`src/rtl/seq_pkg.sv`:
```
// seq_pkg: shared FSM state type and default sizing for the burst sequence generator
package seq_pkg;
  typedef enum logic {IDLE, SHIFT} state_t;
  localparam int DEF_WIDTH = 16;
  localparam int DEF_RUN = 4;
endpackage

```
`src/rtl/run_tracker.sv`:
```
// run_tracker: tracks the current run of equal serial bits and flags when it reaches RUN
module run_tracker #(
  parameter int RUN = seq_pkg::DEF_RUN
) (
  input  logic clk,
  input  logic reset_n,
  input  logic w,
  input  logic w_valid,
  output logic z_exp
);
  localparam int RW = $clog2(RUN + 1);
  logic [RW-1:0] run_cnt;
  logic last_bit;
  always_ff @(posedge clk or negedge reset_n)
    if (!reset_n) begin
      run_cnt <= '0;
      last_bit <= 1'b0;
    end else if (!w_valid) begin
      run_cnt <= '0;
    end else begin
      last_bit <= w;
      run_cnt <= (run_cnt != '0 && w == last_bit) ? (run_cnt == RW'(RUN) ? run_cnt : run_cnt + 1'b1) : RW'(1);
    end
  assign z_exp = run_cnt == RW'(RUN);
endmodule

```
`src/rtl/seq_generator.sv`:
```
// seq_generator: serialises a loaded burst MSB-first and predicts the run detector output
module seq_generator
  import seq_pkg::*;
#(
  parameter int WIDTH = DEF_WIDTH,
  parameter int RUN = DEF_RUN
) (
  input  logic                     clk,
  input  logic                     reset_n,
  input  logic                     load_valid,
  output logic                     load_ready,
  input  logic [WIDTH-1:0]         load_data,
  input  logic [$clog2(WIDTH):0]   load_len,
  output logic                     w,
  output logic                     w_valid,
  output logic                     z_exp,
  output logic                     done
);
  localparam int LW = $clog2(WIDTH) + 1;
  state_t state;
  logic [WIDTH-1:0] sr, aligned;
  logic [LW-1:0] cnt, eff_len;
  assign eff_len = (load_len == '0 || load_len > LW'(WIDTH)) ? LW'(WIDTH) : load_len;
  // left-align the burst so the first bit always sits at the register MSB
  assign aligned = load_data << (LW'(WIDTH) - eff_len);
  assign load_ready = state == IDLE;
  always_ff @(posedge clk or negedge reset_n)
    if (!reset_n) begin
      state <= IDLE;
      sr <= '0;
      cnt <= '0;
      w <= 1'b0;
      w_valid <= 1'b0;
      done <= 1'b0;
    end else begin
      done <= 1'b0;
      if (state == IDLE) begin
        if (load_valid) begin
          state <= SHIFT;
          w <= aligned[WIDTH-1];
          w_valid <= 1'b1;
          sr <= aligned << 1;
          cnt <= eff_len - 1'b1;
        end
      end else if (cnt == '0) begin
        state <= IDLE;
        w <= 1'b0;
        w_valid <= 1'b0;
        done <= 1'b1;
      end else begin
        w <= sr[WIDTH-1];
        sr <= sr << 1;
        cnt <= cnt - 1'b1;
      end
    end
  run_tracker #(.RUN(RUN)) u_run (
    .clk(clk),
    .reset_n(reset_n),
    .w(w),
    .w_valid(w_valid),
    .z_exp(z_exp)
  );
endmodule

```
`config.mk`:
```
export PLATFORM = sky130hd
export DESIGN_NAME = seq_generator
export DESIGN_NICKNAME = d
export VERILOG_FILES = /design/src/rtl/seq_pkg.sv /design/src/rtl/run_tracker.sv /design/src/rtl/seq_generator.sv
export SDC_FILE = /design/constraint.sdc
export NUM_CORES = 1
export LEC_CHECK = 0
export ABC_AREA = 0
export CORE_ASPECT_RATIO = 0.5
export CORE_MARGIN = 1
export CORE_UTILIZATION = 50
export DETAILED_ROUTE_END_ITERATION = 8
export PLACE_DENSITY = 0.73
export SETUP_SLACK_MARGIN = 0.3
export SLEW_MARGIN = 20
export SYNTH_ARGS = -nofsm -noshare
export SYNTH_HDL_FRONTEND = slang
export SYNTH_SLANG_ARGS = --single-unit
```
`constraint.sdc`:
```
create_clock -name clk -period 2.5 [get_ports clk]
set_input_delay 0.375 -clock clk [delete_from_list [all_inputs] [get_ports clk]]
set_output_delay 0.375 -clock clk [all_outputs]
set_load 0.01 [all_outputs]
```
==> results of run 1 <==
==> worst max path at each step <==
stage,endpoint,slack (ns),start,depth (start not counted)
after floorplan,sr[13],-0.24,load_len[3],14
after global placement,w,-0.91,load_len[3],13
after detailed placement,w,-1.04,load_len[3],13
after CTS,sr[13],-0.12,load_len[0],15
after global routing,sr[13],-0.24,load_len[3],14
final,sr[6],-0.14,load_len[3],13
==> repair_timing <==
action / in CTS / in global routing
setup endpoints to repair: 21 / 18
resized for setup: 48 / 30
pin swaps: 23 / 23
setup buffers: 7 / 5
==> power breakdown <==
group	leakage (nW)	switching, mW	internal, mW	total (mW)
sequential	0.355	0.193	0.640	0.833
combinational	1.08	0.751	0.810	1.56
clock	0.0288	0.145	0.141	0.287
==> critical path: stages <==
cell	delay, ns
sky130_fd_sc_hd__buf_6	0.10
sky130_fd_sc_hd__nor4_4	0.29
sky130_fd_sc_hd__inv_2	0.07
sky130_fd_sc_hd__ha_4	0.29
sky130_fd_sc_hd__nand2b_4	0.14
sky130_fd_sc_hd__ha_4	0.21
sky130_fd_sc_hd__buf_6	0.11
sky130_fd_sc_hd__or3b_4	0.38
sky130_fd_sc_hd__a32oi_4	0.35
sky130_fd_sc_hd__nor2_4	0.08
sky130_fd_sc_hd__nand2_1	0.08
sky130_fd_sc_hd__o21ai_1	0.06
sky130_fd_sc_hd__mux2_4	0.25
==> state kept, by name, indices dropped and copies added (netlist names) <==
signal / cells
done: 1
sr: 15
u_run.run_cnt: 3
state: 1
cnt: 5
w: 1
u_run.last_bit: 1
w_valid: 1
==> metrics by stage <==
| stage | util (%) | hold slack [ns] | setup WS (ns) |
|---|---|---|---|
| 2_1_floorplan | - | 0.0794 | -0.238 |
| 3_3_place_gp | 69.2 | 0.477 | -0.908 |
| 3_5_place_dp | 69.2 | 0.504 | -1.04 |
| 4_1_cts | 74.0 | 0.476 | -0.124 |
| 5_1_grt | 76.9 | 0.492 | -0.236 |
| 6_report | 76.9 | 0.458 | -0.138 |
==> routing by layer <==
layer,vias to the layer above,GRT usage (%),part of all wire [%]
li1,1149,-,-
met1,1170,41.5,45
met2,82,49.7,47
met3,14,5.99,6.2
met4,0,9.31,1.6
met5,-,0,0
==> layout make-up <==
cell class / instances / area, um2
clock buffer: 4 / 55.1
fill: 321 / 1040
inverter: 10 / 40.0
multi-input combinational: 217 / 1770
sequential: 28 / 702
tap: 66 / 82.6
timing repair buffer: 93 / 801
==> cell families after synthesis <==
group           Yosys count
compound gates           64
simple gates            103
xor+xnor                  8
flops                    28
buf+inv                  28
fa+ha+maj                 5
mux                      37
==> placed cells by master, fill, tap and decap left out, types with 4 or more instances in the layout <==
| master | Yosys | routed |
|---|---|---|
| sky130_fd_sc_hd__a21oi_2 | 0 | 4 |
| sky130_fd_sc_hd__nor2_1 | 32 | 29 |
| sky130_fd_sc_hd__buf_6 | 5 | 7 |
| sky130_fd_sc_hd__a221oi_2 | 2 | 5 |
| sky130_fd_sc_hd__o21ai_2 | 0 | 5 |
| sky130_fd_sc_hd__a21oi_1 | 13 | 9 |
| sky130_fd_sc_hd__clkbuf_8 | 1 | 4 |
| sky130_fd_sc_hd__o21ai_1 | 6 | 12 |
| sky130_fd_sc_hd__clkdlybuf4s50_1 | 0 | 23 |
| sky130_fd_sc_hd__inv_1 | 9 | 6 |
| sky130_fd_sc_hd__dfrtp_1 | 28 | 27 |
| sky130_fd_sc_hd__mux2_2 | 10 | 8 |
| sky130_fd_sc_hd__mux2i_1 | 25 | 20 |
| sky130_fd_sc_hd__nand2_1 | 26 | 24 |
| sky130_fd_sc_hd__o21ai_0 | 15 | 4 |
| sky130_fd_sc_hd__nor3_1 | 9 | 8 |
| sky130_fd_sc_hd__nand3_1 | 8 | 6 |
| sky130_fd_sc_hd__buf_4 | 1 | 59 |
==> results_tabular.tex, run 1 <==
\begin{tabular}{lr}
\hline
Metric & Value \\
\hline
\multicolumn{2}{l}{\textbf{Synth}} \\
\quad Compound-gate portion of the synthesized area & 18.5\% \\
\quad Number of enable flip-flop cells after synthesis & 0 \\
\quad Netlist area before placement & 0.00238 mm2 \\
\quad Yosys warnings & 0 \\
\quad Fraction of synthesized cell area in xor and xnor cells & 3.73\% \\
\quad Fraction of post-synthesis cell area in the top cell type by area & 29.4\% \\
\quad Adder-cell share of the synthesized area & 2.63\% \\
\quad Most common cell in the synthesized netlist & sky130\_fd\_sc\_hd\_\_nor2\_1 \\
\quad Synthesized Nets & 302 \\
\quad Share of the yosys chip area belonging to registers & 29.4\% \\
\quad Average size of a mapped cell & 8.72 um2 \\
\quad Async set-reset flop share out of synthesis & 100\% \\
\quad Post-synthesis share of cell area spent on and, or, nand and nor gates & 21.1\% \\
\quad Biggest area consumer among synthesized cells & sky130\_fd\_sc\_hd\_\_dfrtp\_1 \\
\quad Most frequently used flop master after synthesis & sky130\_fd\_sc\_hd\_\_dfrtp\_1 \\
\quad Number of synthesized register bits & 28 \\
\quad Library cells used by synthesis & 57 \\
\quad Main combinational cell family by area after synthesis & simple AND/OR/NAND/NOR gates \\
\quad Ranking of synthesized cells by instance count & 32 x sky130\_fd\_sc\_hd\_\_nor2\_1, 28 x sky130\_fd\_sc\_hd\_\_dfrtp\_1, 26 x sky130\_fd\_sc\_hd\_\_nand2\_1 \\
\quad Multiplexer area fraction after synthesis & 17.1\% \\
\quad Biggest area contributors in the synthesized netlist & sky130\_fd\_sc\_hd\_\_dfrtp\_1 29\%, sky130\_fd\_sc\_hd\_\_mux2i\_1 11\%, sky130\_fd\_sc\_hd\_\_nor2\_1 5.0\%, sky130\_fd\_sc\_hd\_\_mux2\_2 4.7\%, sky130\_fd\_sc\_hd\_\_nand2\_1 4.1\% \\
\quad Number of instances in the synthesized netlist & 273 \\
\multicolumn{2}{l}{\textbf{Setup path}} \\
\quad Capturing point of the worst reg2reg path & cnt[4] \\
\quad R2r setup slk & 0.55 ns \\
\quad Largest fanout on the critical path & 5 \\
\quad Crit path DAT & 2.81 ns \\
\quad Required time at the worst-slack endpoint & 2.67 ns \\
\quad Path depth of the worst reg2reg path & 8 \\
\quad Crit end category & flop \\
\quad Crit start category & input port \\
\quad FF-to-FF Start & cnt[0] \\
\quad Type of the worst setup path & input port to flop \\
\multicolumn{2}{l}{\textbf{Clocking}} \\
\quad Deepest level of the CTS H-tree & 1 \\
\quad Source-to-sink clock delay at the later pin of the worst-skew pair & 0.28 ns \\
\quad TritonCTS Sinks & 28 \\
\quad Clock transition at the registers of the reported paths & 0.10 ns \\
\quad Clock buffer count from CTS & 3 \\
\quad Number of buffers on the longest clock path & 2 \\
\quad CTS tree & built \\
\quad \# hold bufs at CTS & 0 \\
\quad Clock Root Buffer & sky130\_fd\_sc\_hd\_\_clkbuf\_8 \\
\multicolumn{2}{l}{\textbf{Floorplanning}} \\
\quad Top-level port count & 29 \\
\quad Die width & 99.6 um \\
\quad Number of cell rows & 17 \\
\quad Starting density of the core & 53.0\% \\
\quad Core area & 0.00449 mm2 \\
\quad DIE AREA & 0.00506 mm2 \\
\quad Die boundary height & 50.8 um \\
\multicolumn{2}{l}{\textbf{Layout}} \\
\quad Final std cell area, no fill & 0.00345 mm2 \\
\quad Antenna cells & 0 \\
\quad Layout net count & 382 \\
\quad Number of non-filler instances in the completed layout & 418 \\
\quad Fraction of layout cells with a size suffix above 1 & 39.8\% \\
\quad Area overhead of the layout relative to synthesis & 45.1\% \\
\multicolumn{2}{l}{\textbf{Detailed routing}} \\
\quad First-pass DRT Iterations & 5 \\
\quad Routed len/inst & 17.1 um \\
\quad Initial DRC Count & 137 \\
\quad Vias & 2415 \\
\quad DRC violation count after routing & 0 \\
\quad Antenna violation net count after detailed routing & 0 \\
\quad Detailed-route wire length & 7.15 mm \\
\quad Detail-routed via count per cell & 5.78 \\
\multicolumn{2}{l}{\textbf{Global route}} \\
\quad Total routing resource utilization after global routing & 30.6\% \\
\quad Vias in the first global route & 2435 \\
\quad Number of antenna violations at the first check in global routing & 0 \\
\quad Wire length of the first global-routing pass & 11.9 mm \\
\quad Maximum number of pins on one net before global-route repair & 29 \\
\quad Congestion Overflow GR & 0 \\
\multicolumn{2}{l}{\textbf{Power}} \\
\quad Design Power & 2.68 mW \\
\quad Leakage & 1.47 nW \\
\quad PwrDens & 776 mW/mm2 \\
\quad VDD IR-drop max & 0.363 mV \\
\multicolumn{2}{l}{\textbf{Place}} \\
\quad Final RePlAce weighted congestion & 0.860 \\
\quad Placed Instance Area & 0.00311 mm2 \\
\quad Total half-perimeter wirelength after legalization and detailed placement & 5.07 mm \\
\quad Number of buffer cells added on primary ports & 28 \\
\quad Cell total after placement & 402 \\
\multicolumn{2}{l}{\textbf{Timing}} \\
\quad Fin worst setup slack & -0.138 ns \\
\quad Max Clk Rate & 379 MHz \\
\quad Final Hold Fails & 0 \\
\quad Final worst-path cycle share & 106\% \\
\quad Worst slew margin relative to its limit & 64.3\% \\
\quad Min cycle time layout & 2.64 ns \\
\quad Final worst clock skew & 0.00759 ns \\
\quad Setup repair after global routing missed its margin & yes \\
\quad Count of pins over their slew limit & 0 \\
\quad Final-report setup violation count & 16 \\
\quad Final total negative setup slack & -1.14 ns \\
\quad Worst Max-Slew Pin Slew & 0.534 ns \\
\multicolumn{2}{l}{\textbf{Flow run}} \\
\quad Maximum Capacitance Violations & 0 \\
\multicolumn{2}{l}{\textbf{Status}} \\
\quad Failing checks & setup timing \\
\quad Status & finished, violations left \\
\multicolumn{2}{l}{\textbf{Min path}} \\
\quad Worst min-delay path category & input port to async pin \\
\hline
\end{tabular}
Note: power is estimated with default switching activity, not from simulation.
==> run 2, diff against run 1 <==
Settings changed: CAP_MARGIN set to 20.
==> results of run 2 <==
Final layout, timing and power as in run 1 (identical DEF).
